## src/rtl/i2c_regfile_target.sv

```systemverilog
`default_nettype none
`timescale 1ns/1ps
// ============================================================================
// Module      : i2c_regfile_target
// Description : I2C target with glitch-filtered SCL/SDA and a byte-wide
//               register file. Supports sub-address auto-increment and read-back.
// Revision    : 1.0 - initial release
// ============================================================================
module i2c_regfile_target #(
    parameter logic [6:0] I2C_ADDR   = 7'h70,
    parameter int         NUM_REGS   = 16,
    parameter int         FILTER_LEN = 3,
    parameter logic [7:0] REG_RESET  = 8'h00
) (
    input  logic                        clk,
    input  logic                        rst,
    input  logic                        scl_in,
    input  logic                        sda_in,
    output logic                        sda_oe,
    output logic [NUM_REGS*8-1:0]       regs_flat,
    output logic                        wr_strobe,
    output logic [$clog2(NUM_REGS)-1:0] wr_index,
    output logic                        busy
);
    localparam int unsigned c_ptr_w   = $clog2(NUM_REGS);
    localparam logic [2:0]  c_flt_max = 3'(FILTER_LEN - 1);

    typedef enum logic [3:0] {
        S_IDLE, S_ADDR, S_ADDR_ACK, S_SUB, S_SUB_ACK,
        S_WDATA, S_WDATA_ACK, S_RDATA, S_RDATA_ACK, S_WAIT
    } state_t;

    // bit 0 = SCL, bit 1 = SDA
    logic [1:0] pad_raw, filt, filt_dly_q;
    assign pad_raw = {sda_in, scl_in};

    for (genvar i = 0; i < 2; i++) begin : g_filter
        logic       sync1_q, sync2_q, level_q, level_d;
        logic [2:0] cnt_q, cnt_d;

        // A new level is accepted only after FILTER_LEN consecutive differing samples.
        always_comb begin
            level_d = level_q;
            cnt_d   = '0;
            if (sync2_q != level_q) begin
                if (cnt_q == c_flt_max) level_d = sync2_q;
                else                    cnt_d   = cnt_q + 3'd1;
            end
        end

        always_ff @(posedge clk) begin
            if (rst) begin
                sync1_q <= 1'b1;
                sync2_q <= 1'b1;
                level_q <= 1'b1;
                cnt_q   <= '0;
            end else begin
                sync1_q <= pad_raw[i];
                sync2_q <= sync1_q;
                level_q <= level_d;
                cnt_q   <= cnt_d;
            end
        end

        assign filt[i] = level_q;
    end

    logic scl_rise, scl_fall, start_det, stop_det, sda_bit;
    assign scl_rise  =  filt[0] & ~filt_dly_q[0];
    assign scl_fall  = ~filt[0] &  filt_dly_q[0];
    assign start_det = ~filt[1] &  filt_dly_q[1] & filt[0] & filt_dly_q[0];
    assign stop_det  =  filt[1] & ~filt_dly_q[1] & filt[0] & filt_dly_q[0];
    assign sda_bit   =  filt[1];

    state_t             state_q, state_d;
    logic [3:0]         bit_cnt_q, bit_cnt_d;
    logic [6:0]         shift_q, shift_d;
    logic [c_ptr_w-1:0] ptr_q, ptr_d, ptr_inc;
    logic               rw_q, rw_d, sda_oe_q, sda_oe_d, busy_q, busy_d;
    logic               wr_strobe_q, wr_strobe_d;
    logic [c_ptr_w-1:0] wr_index_q, wr_index_d;
    logic [7:0]         regs_q [NUM_REGS];
    logic [7:0]         regs_d [NUM_REGS];
    logic [7:0]         rx_byte;

    assign rx_byte = {shift_q, sda_bit};
    assign ptr_inc = (ptr_q == c_ptr_w'(NUM_REGS - 1)) ? '0 : ptr_q + c_ptr_w'(1);

    always_comb begin
        state_d     = state_q;
        bit_cnt_d   = bit_cnt_q;
        shift_d     = shift_q;
        ptr_d       = ptr_q;
        rw_d        = rw_q;
        sda_oe_d    = sda_oe_q;
        busy_d      = busy_q;
        wr_strobe_d = 1'b0;
        wr_index_d  = wr_index_q;
        regs_d      = regs_q;

        if (stop_det) begin
            state_d  = S_IDLE;
            sda_oe_d = 1'b0;
            busy_d   = 1'b0;
        end else if (start_det) begin
            state_d   = S_ADDR;
            bit_cnt_d = '0;
            sda_oe_d  = 1'b0;
            busy_d    = 1'b0;
        end else begin
            case (state_q)
                S_ADDR, S_SUB, S_WDATA: begin
                    if (scl_rise) begin
                        shift_d   = rx_byte[6:0];
                        bit_cnt_d = bit_cnt_q + 4'd1;
                        if (bit_cnt_q == 4'd7) begin
                            if (state_q == S_ADDR) begin
                                if (rx_byte[7:1] == I2C_ADDR) begin
                                    state_d = S_ADDR_ACK;
                                    rw_d    = rx_byte[0];
                                    busy_d  = 1'b1;
                                end else begin
                                    state_d = S_WAIT;
                                end
                            end else if (state_q == S_SUB) begin
                                if ({1'b0, rx_byte} < 9'(NUM_REGS)) begin
                                    ptr_d   = rx_byte[c_ptr_w-1:0];
                                    state_d = S_SUB_ACK;
                                end else begin
                                    state_d = S_WAIT;
                                end
                            end else begin
                                regs_d[ptr_q] = rx_byte;
                                wr_strobe_d   = 1'b1;
                                wr_index_d    = ptr_q;
                                ptr_d         = ptr_inc;
                                state_d       = S_WDATA_ACK;
                            end
                        end
                    end
                end
                // First SCL fall drives the ACK, the second releases it and moves on.
                S_ADDR_ACK, S_SUB_ACK, S_WDATA_ACK: begin
                    if (scl_fall) begin
                        if (!sda_oe_q) begin
                            sda_oe_d = 1'b1;
                        end else begin
                            sda_oe_d  = 1'b0;
                            bit_cnt_d = '0;
                            if (state_q == S_ADDR_ACK && rw_q) begin
                                state_d  = S_RDATA;
                                shift_d  = regs_q[ptr_q][6:0];
                                sda_oe_d = ~regs_q[ptr_q][7];
                            end else if (state_q == S_ADDR_ACK) begin
                                state_d = S_SUB;
                            end else begin
                                state_d = S_WDATA;
                            end
                        end
                    end
                end
                S_RDATA: begin
                    if (scl_rise) begin
                        bit_cnt_d = bit_cnt_q + 4'd1;
                    end else if (scl_fall) begin
                        if (bit_cnt_q == 4'd8) begin
                            sda_oe_d = 1'b0;
                            state_d  = S_RDATA_ACK;
                        end else begin
                            sda_oe_d = ~shift_q[6];
                            shift_d  = {shift_q[5:0], 1'b0};
                        end
                    end
                end
                // bit_cnt_q == 0 marks a master ACK already seen in this slot.
                S_RDATA_ACK: begin
                    if (scl_rise) begin
                        ptr_d = ptr_inc;
                        if (sda_bit) state_d   = S_WAIT;
                        else         bit_cnt_d = '0;
                    end else if (scl_fall && bit_cnt_q == 4'd0) begin
                        state_d  = S_RDATA;
                        shift_d  = regs_q[ptr_q][6:0];
                        sda_oe_d = ~regs_q[ptr_q][7];
                    end
                end
                default: ;
            endcase
        end
    end

    always_ff @(posedge clk) begin
        if (rst) begin
            filt_dly_q  <= 2'b11;
            state_q     <= S_IDLE;
            bit_cnt_q   <= '0;
            shift_q     <= '0;
            ptr_q       <= '0;
            rw_q        <= 1'b0;
            sda_oe_q    <= 1'b0;
            busy_q      <= 1'b0;
            wr_strobe_q <= 1'b0;
            wr_index_q  <= '0;
            regs_q      <= '{default: REG_RESET};
        end else begin
            filt_dly_q  <= filt;
            state_q     <= state_d;
            bit_cnt_q   <= bit_cnt_d;
            shift_q     <= shift_d;
            ptr_q       <= ptr_d;
            rw_q        <= rw_d;
            sda_oe_q    <= sda_oe_d;
            busy_q      <= busy_d;
            wr_strobe_q <= wr_strobe_d;
            wr_index_q  <= wr_index_d;
            regs_q      <= regs_d;
        end
    end

    for (genvar r = 0; r < NUM_REGS; r++) begin : g_flat
        assign regs_flat[8*r +: 8] = regs_q[r];
    end

    assign sda_oe    = sda_oe_q;
    assign busy      = busy_q;
    assign wr_strobe = wr_strobe_q;
    assign wr_index  = wr_index_q;
endmodule
`default_nettype wire

```

## config.mk

```make
export PLATFORM = sky130hd
export DESIGN_NAME = i2c_regfile_target
export DESIGN_NICKNAME = d
export VERILOG_FILES = /design/src/rtl/i2c_regfile_target.sv
export SDC_FILE = /design/constraint.sdc
export NUM_CORES = 1
export LEC_CHECK = 0
export CAP_MARGIN = 20
export CORE_ASPECT_RATIO = 1.1
export CORE_MARGIN = 2
export CORE_UTILIZATION = 50
export DETAILED_ROUTE_END_ITERATION = 10
export PLACE_DENSITY = 0.76
export RECOVER_POWER = 50
export SYNTH_ARGS = -nofsm -noshare
export SYNTH_HDL_FRONTEND = slang
export SYNTH_SLANG_ARGS = --single-unit
```

## constraint.sdc

```tcl
create_clock -name clk -period 4 [get_ports clk]
set_clock_uncertainty 0.15 [all_clocks]
set_input_delay 0.8 -clock clk [delete_from_list [all_inputs] [get_ports clk]]
set_output_delay 0.8 -clock clk [all_outputs]
set_load 0.01 [all_outputs]
```

# --- Word level (Yosys, flattened, before mapping) ---
# Cells that the tools add are included.
word_totals:
  word_cells: 197
  rom_bits: 0
  n_memories: 0
  register_bits: 169
  latchBits: 0
  ram_bits: 0
op_classes:
  eq_ne: 44
  n_reduce_logical: 28
  mux: 59
  magnitude_cmp: 3
  n_div: 0
  n_mul: 0
  n_addsub: 4
  bitwise: 24
  shift: 0
op_table:
  columns: ["operator", "n"]
  rows:
  - ["$bwmux W128", 1]
  - ["$mux W4", 27]
  - ["$mux W7", 9]
  - ["$ne A3 B3 Y1 const B", 12]
  - ["$bmux W8 S4", 1]
  - ["$demux W8 S4", 1]
  - ["$pmux W7 S4", 1]
  - ["$ne A2 B2 Y1 const B", 13]
  - ["$mux W8", 3]
  - ["$reduce_and A7 Y1", 3]
  - ["$eq A4 B3 Y1 const B", 5]
  - ["$reduce_and A10 Y1", 2]
  - ["$pmux W4 S4", 1]
  - ["$not A1 Y1", 15]
  - ["$reduce_or A3 Y1", 5]
  - ["$eq A4 B4 Y1 const B", 3]
  - ["$pmux W4 S3", 1]
  - ["$reduce_and A12 Y1", 1]
  - ["$mux W1", 10]
  - ["$add A4 B1 Y4 const B", 2]
  - ["$and A1 B1 Y1", 8]
  - ["$eq A4 B2 Y1 const B", 2]
  - ["$lt A8 B5 Y1 const B", 1]
  - ["$ne A4 B4 Y1 const B", 2]
  - ["25 further kinds", 33]

# --- Depth between registers and ports, before layout ---
logic_depth:
  word_depth: 9
  mapped_depth: 9
  ltp_nobuf: 7

# --- Worst setup path after synthesis ---
# OpenSTA, ideal clock, no wires.
synth_path:
  kind: "register -> register"
  start: "reg ptr_q[0]"
  end: "reg sda_oe_q, in the netlist sda_oe"
  required_time_ps: 3771
  setup_time_ps: 79
  setup_slack_ps: 1681
  t_arrival_ps: 2089
  synth_period_minus_slack_ps: 2319
  path_stages_with_launch: 6
  n_path_buf: 1
  cell_sequence: "dfxtp_1 -> buf_6 -> mux4_1 -> mux4_2 -> or4b_1 -> a211oi_2"
synth_between:
  elab_chain_len: 9
  elab_cells_between_ends: 11
  classes_between: "mux: 9; bitwise: 2"
synth_lines:
  columns: ["item", "line", "source"]
  rows:
  - ["start, declared", "78", "logic [c_ptr_w-1:0] ptr_q, ptr_d, ptr_inc;"]
  - ["start signal, assigned", "210", "ptr_q <= ptr_d;"]
  - ["$not A4 Y5 (implied by the code) *", "153, 184", null]
  - ["$bmux W8 S4 *", "153, 184", null]
  - ["$mux W8 (implied by the code) * (2 in series)", "153, 184", null]
  - ["$not A1 Y1 *", "153, 184", null]
  - ["$mux W1", "150", "if (state_q == S_ADDR_ACK && rw_q) begin"]
  - ["$mux W1", "145", "if (!sda_oe_q) begin"]
  - ["$mux W1", "144", "if (scl_fall) begin"]
  - ["$pmux W1 S3 *", "111", "case (state_q)"]
  - ["end signal, assigned", "212", "sda_oe_q <= sda_oe_d;"]
  - ["end, declared", "79", "logic rw_q, rw_d, sda_oe_q, sda_oe_d, busy_q, busy_d;"]
# Mark *: on every way between the ends. The rest lies on a longest branch, timed or not. The select of a mux whose other input is x is not followed.
# A chain may end at the register's enable or synchronous reset.

# --- Worst setup path in the final report ---
layout_path:
  start: "in rst"
  end: "reg regs_q, in the netlist regs_flat[57]"
layout_lines:
  columns: ["item", "line", "source"]
  rows:
  - ["start, declared", "16", "input logic rst,"]
  - ["end signal, assigned", "216", "regs_q <= regs_d;"]
  - ["end, declared", "82", "logic [7:0] regs_q [NUM_REGS];"]
# No word-level cell between the ends.

==> metrics.cfg <==
[finish]
layout-drive-gt1-share = 0.09221
diodes = 0
nNetsFinal = 1054
syn_to_final_growth_pct = 25.32
stdcell_area_sq_mm = 0.009995
fillers = 1281
multi_input_area_sq_mm = 0.004220
fin_cells = 1252
seqCellArea_sq_mm = 0.003385

[die]
io_pins = 139
die_w_um = 124.4
dieArea_sq_mm = 0.01698
rows = 48
initial_utilization = 0.5088
die_h_um = 136.5
core_sq_mm = 0.01568

[critical_path]
arrival_ps = 3240
cp_cell_sequence = clkbuf_1 > clkbuf_2 > a21oi_1
cp.required_ps = 4100
slowest_stage = clkbuf_1
r2r-end = shift_q[0]
rr_worst_depth = 5
crit-reg2reg-launch = state_q[1]
path_max_fanout = 59
worstSetupEndpointType = flip-flop
start_kind = input pin
crit_type = input pin to flip-flop
r2r_slack_ps = 940
slowest_delay_ps = 1210

[hold_path]
hold_depth = 1
min_path_type = flip-flop to flip-flop
hold_end = g_filter[1].sync2_q
hp-start = g_filter[1].sync1_q

[clocking]
cts-htree-levels = 4
postCtsResizedCells = 0
cts.sinks = 169
clockBufferDepth = 2
cts-root-buf = clkbuf_16
hold_buffers = 0
post_cts_buffers = 0
path_clk_slew_ps = 60
tritoncts = built
clock_latency_ps = 430
numCtsBuffers = 17

[pwr]
switching_share = 0.2800
p_clk_frac = 0.421
power_density_mw_per_mm2 = 401.0
seq_power_share = 0.451
power.internal_w = 0.002886
p_total_w = 0.004008
p_leak_nw = 3.754
pwr-share-comb = 0.128
p_sw_w = 0.001122
vdd_drop_max_mv = 0.2901

[detailed_routing]
ant_nets = 0
vias_per_cell = 5.975
wl_um = 24030
firstDrtPassIters = 5
first_iter_violations = 791
drc = 0
wl_per_cell_um = 19.19
via_count = 7481

[logic_synthesis]
synth_edf_count = 0
ys_seq_area_frac = 0.4242
synth_compound_area_frac = 0.1494
syn_nets = 963
yosys_warnings = 0
synth_top_family_by_area = simple AND/OR/NAND/NOR gates
ys.flop_type = dfxtp_1
synth_adder_area_share = 0.01569
ys_ff_latch = 169
synth_cells = 949
synthMuxAreaShare = 0.1384
synthSimpleGateAreaFrac = 0.2247
synth-xor-area-share = 0.002196
async_reset_ff_frac = 0
post_synth.cell_area_avg_sq_um = 8.404
synth.distinct_cells = 64
syn-cell-area_sq_mm = 0.007975

[timing]
grt_setup_unrepaired = no
slew_headroom = -0.1394
slew_violations = 41
fin_crit_sh = 0.7841
hold_viol_final = 0
fmax_ghz = 0.3188
worstMarginPinSlew_ps = 1709
setup_viol = 0
period_needed_ps = 3136
holdWs_ps = 259.0
fin_tns_setup_ps = 0

[global_routing]
globalRouteOverflowTotal = 0
grt_pass1_vias = 7011
grt_start_max_net_pins = 69
grt_pass1_wl_um = 38040
antenna_found_initial = 0
grt_usage = 0.2838

[status]
status = finished with violations
violations = capacitance limit, slew limit

[place]
place_inst = 1221
placed_cell_area_sq_mm = 0.009415
place_congestion = 0.9253
dp_hpwl_um = 16340
io_buffers = 138

[job]
maxCapViolCount = 1

==> metal layers <==
metal  vias to the layer above  GRT usage  share of wire
li1                       3463          -              -
met3                        54    0.04919          0.089
met4                         0     0.1186          0.028
met2                       400     0.4551           0.48
met1                      3564     0.3822           0.41
met5                         -          0              0
==> Yosys cell counts (2+ instances only) <==
library cell  instances  area (sq um)
mux4_2               31         698.2
buf_2                11         55.05
a211oi_1             14         105.1
a311oi_1              2         17.52
or3_1                 2         12.51
nor3_1               10         50.05
mux4_1                2         52.55
a31oi_1              10         62.56
nor3b_1               2         15.01
nor2_1               29         108.9
and3_1               19         118.9
a211o_1               2         17.52
nand2b_1             11         68.82
mux2i_1              33         330.3
nand4b_1              2         17.52
a41oi_1               2         17.52
nand3_1              20         100.1
dfxtp_1             169          3383
nand4_1               2         12.51
o21ai_0              10         50.05
nor2b_1              12         75.07
or2_2                 8         50.05
ha_1                 10         125.1
nand2_1             268          1006
inv_1                 8         30.03
a21oi_1             146         730.7
and2_1                3         18.77
clkbuf_1             70         262.8
o211ai_1              2         15.01
o21bai_1              2         15.01
mux2_2                2         22.52
xnor2_1               2         17.52
o41ai_1               2         17.52
==> sequential cells by signal (all words and copies together) (netlist names) <==
signal	flops
g_filter.sync2_q	2
g_filter.level_q	2
g_filter.cnt_q	6
g_filter.sync1_q	2
bit_cnt_q	4
shift_q	7
ptr_q	4
regs_flat	128
busy	1
wr_index	4
state_q	4
wr_strobe	1
filt_dly_q	2
sda_oe	1
rw_q	1
==> cell type report <==
class | count | share of cell area
inverters | 9 | 0.003380
multi-input cells | 689 | 0.4223
clock buffers | 18 | 0.04294
repair buffers | 154 | 0.1506
flip-flops and latches | 169 | 0.3386
clock inverters | 13 | 0.01715
well taps | 200 | 0.02504
==> layout by cell type, fill, tap and decap left out, drive strengths merged, types with 3 or more instances in the layout <==
master,n
nand2,268
dfxtp,169
a21oi,147
dlygate4sd3,132
mux2i,33
mux4,33
nor2,29
nand3,20
clkbuf,20
and3,19
a211oi,15
buf,15
nor2b,12
inv,12
nand2b,11
nor3,11
o21ai,11
a31oi,10
ha,10
or2,8
clkdlybuf4s50,5
clkinvlp,4
and2,3
bufinv,3
clkinv,3
==> kinds of logic (layout without fill, tap and decap cells) <==
kind of cell	Yosys count	count (layout)
adder cells (fa/ha/maj)	10	10
XOR/XNOR	2	2
flip-flops	169	169
multiplexers	68	68
AO/OA/AOI/OAI	208	208
buffers and inverters	91	194
AND/OR/NAND/NOR	401	401
==> through the flow <==
stage,setup WS [ps],utilization
floorplan,1681,-
global placement,1178,0.6007
detailed placement,1155,0.6007
CTS,1151,0.6390
global route,604.6,0.6376
finish,863.5,0.6376
==> power groups by stage <==
stage | Clock, W | Combinational, W | Sequential [W]
detailed placement | 0 | 0.000506 | 0.00184
CTS | 0.00170 | 0.000507 | 0.00181
global placement | 0 | 0.000498 | 0.00184
global route | 0.00177 | 0.000556 | 0.00181
finish | 0.00169 | 0.000511 | 0.00181
floorplan | 0 | 0.000442 | 0.00177
==> how the worst max path moves through the flow <==
stage | start | to | depth (start not counted)
2_1_floorplan | ptr_q[0] | sda_oe | 5
3_3_place_gp | ptr_q[0] | sda_oe | 4
3_5_place_dp | ptr_q[0] | sda_oe | 4
4_1_cts | ptr_q[0] | sda_oe | 4
5_1_grt | rst | regs_flat[57] | 3
6_report | rst | regs_flat[57] | 3
==> worst max-delay path: cells and delay by family <==
family                 cells  cell delay (ps)
AOI/OAI and AO/OA          1              100
buffers and inverters      2             2290
Power figures use the tool's default switching activity.
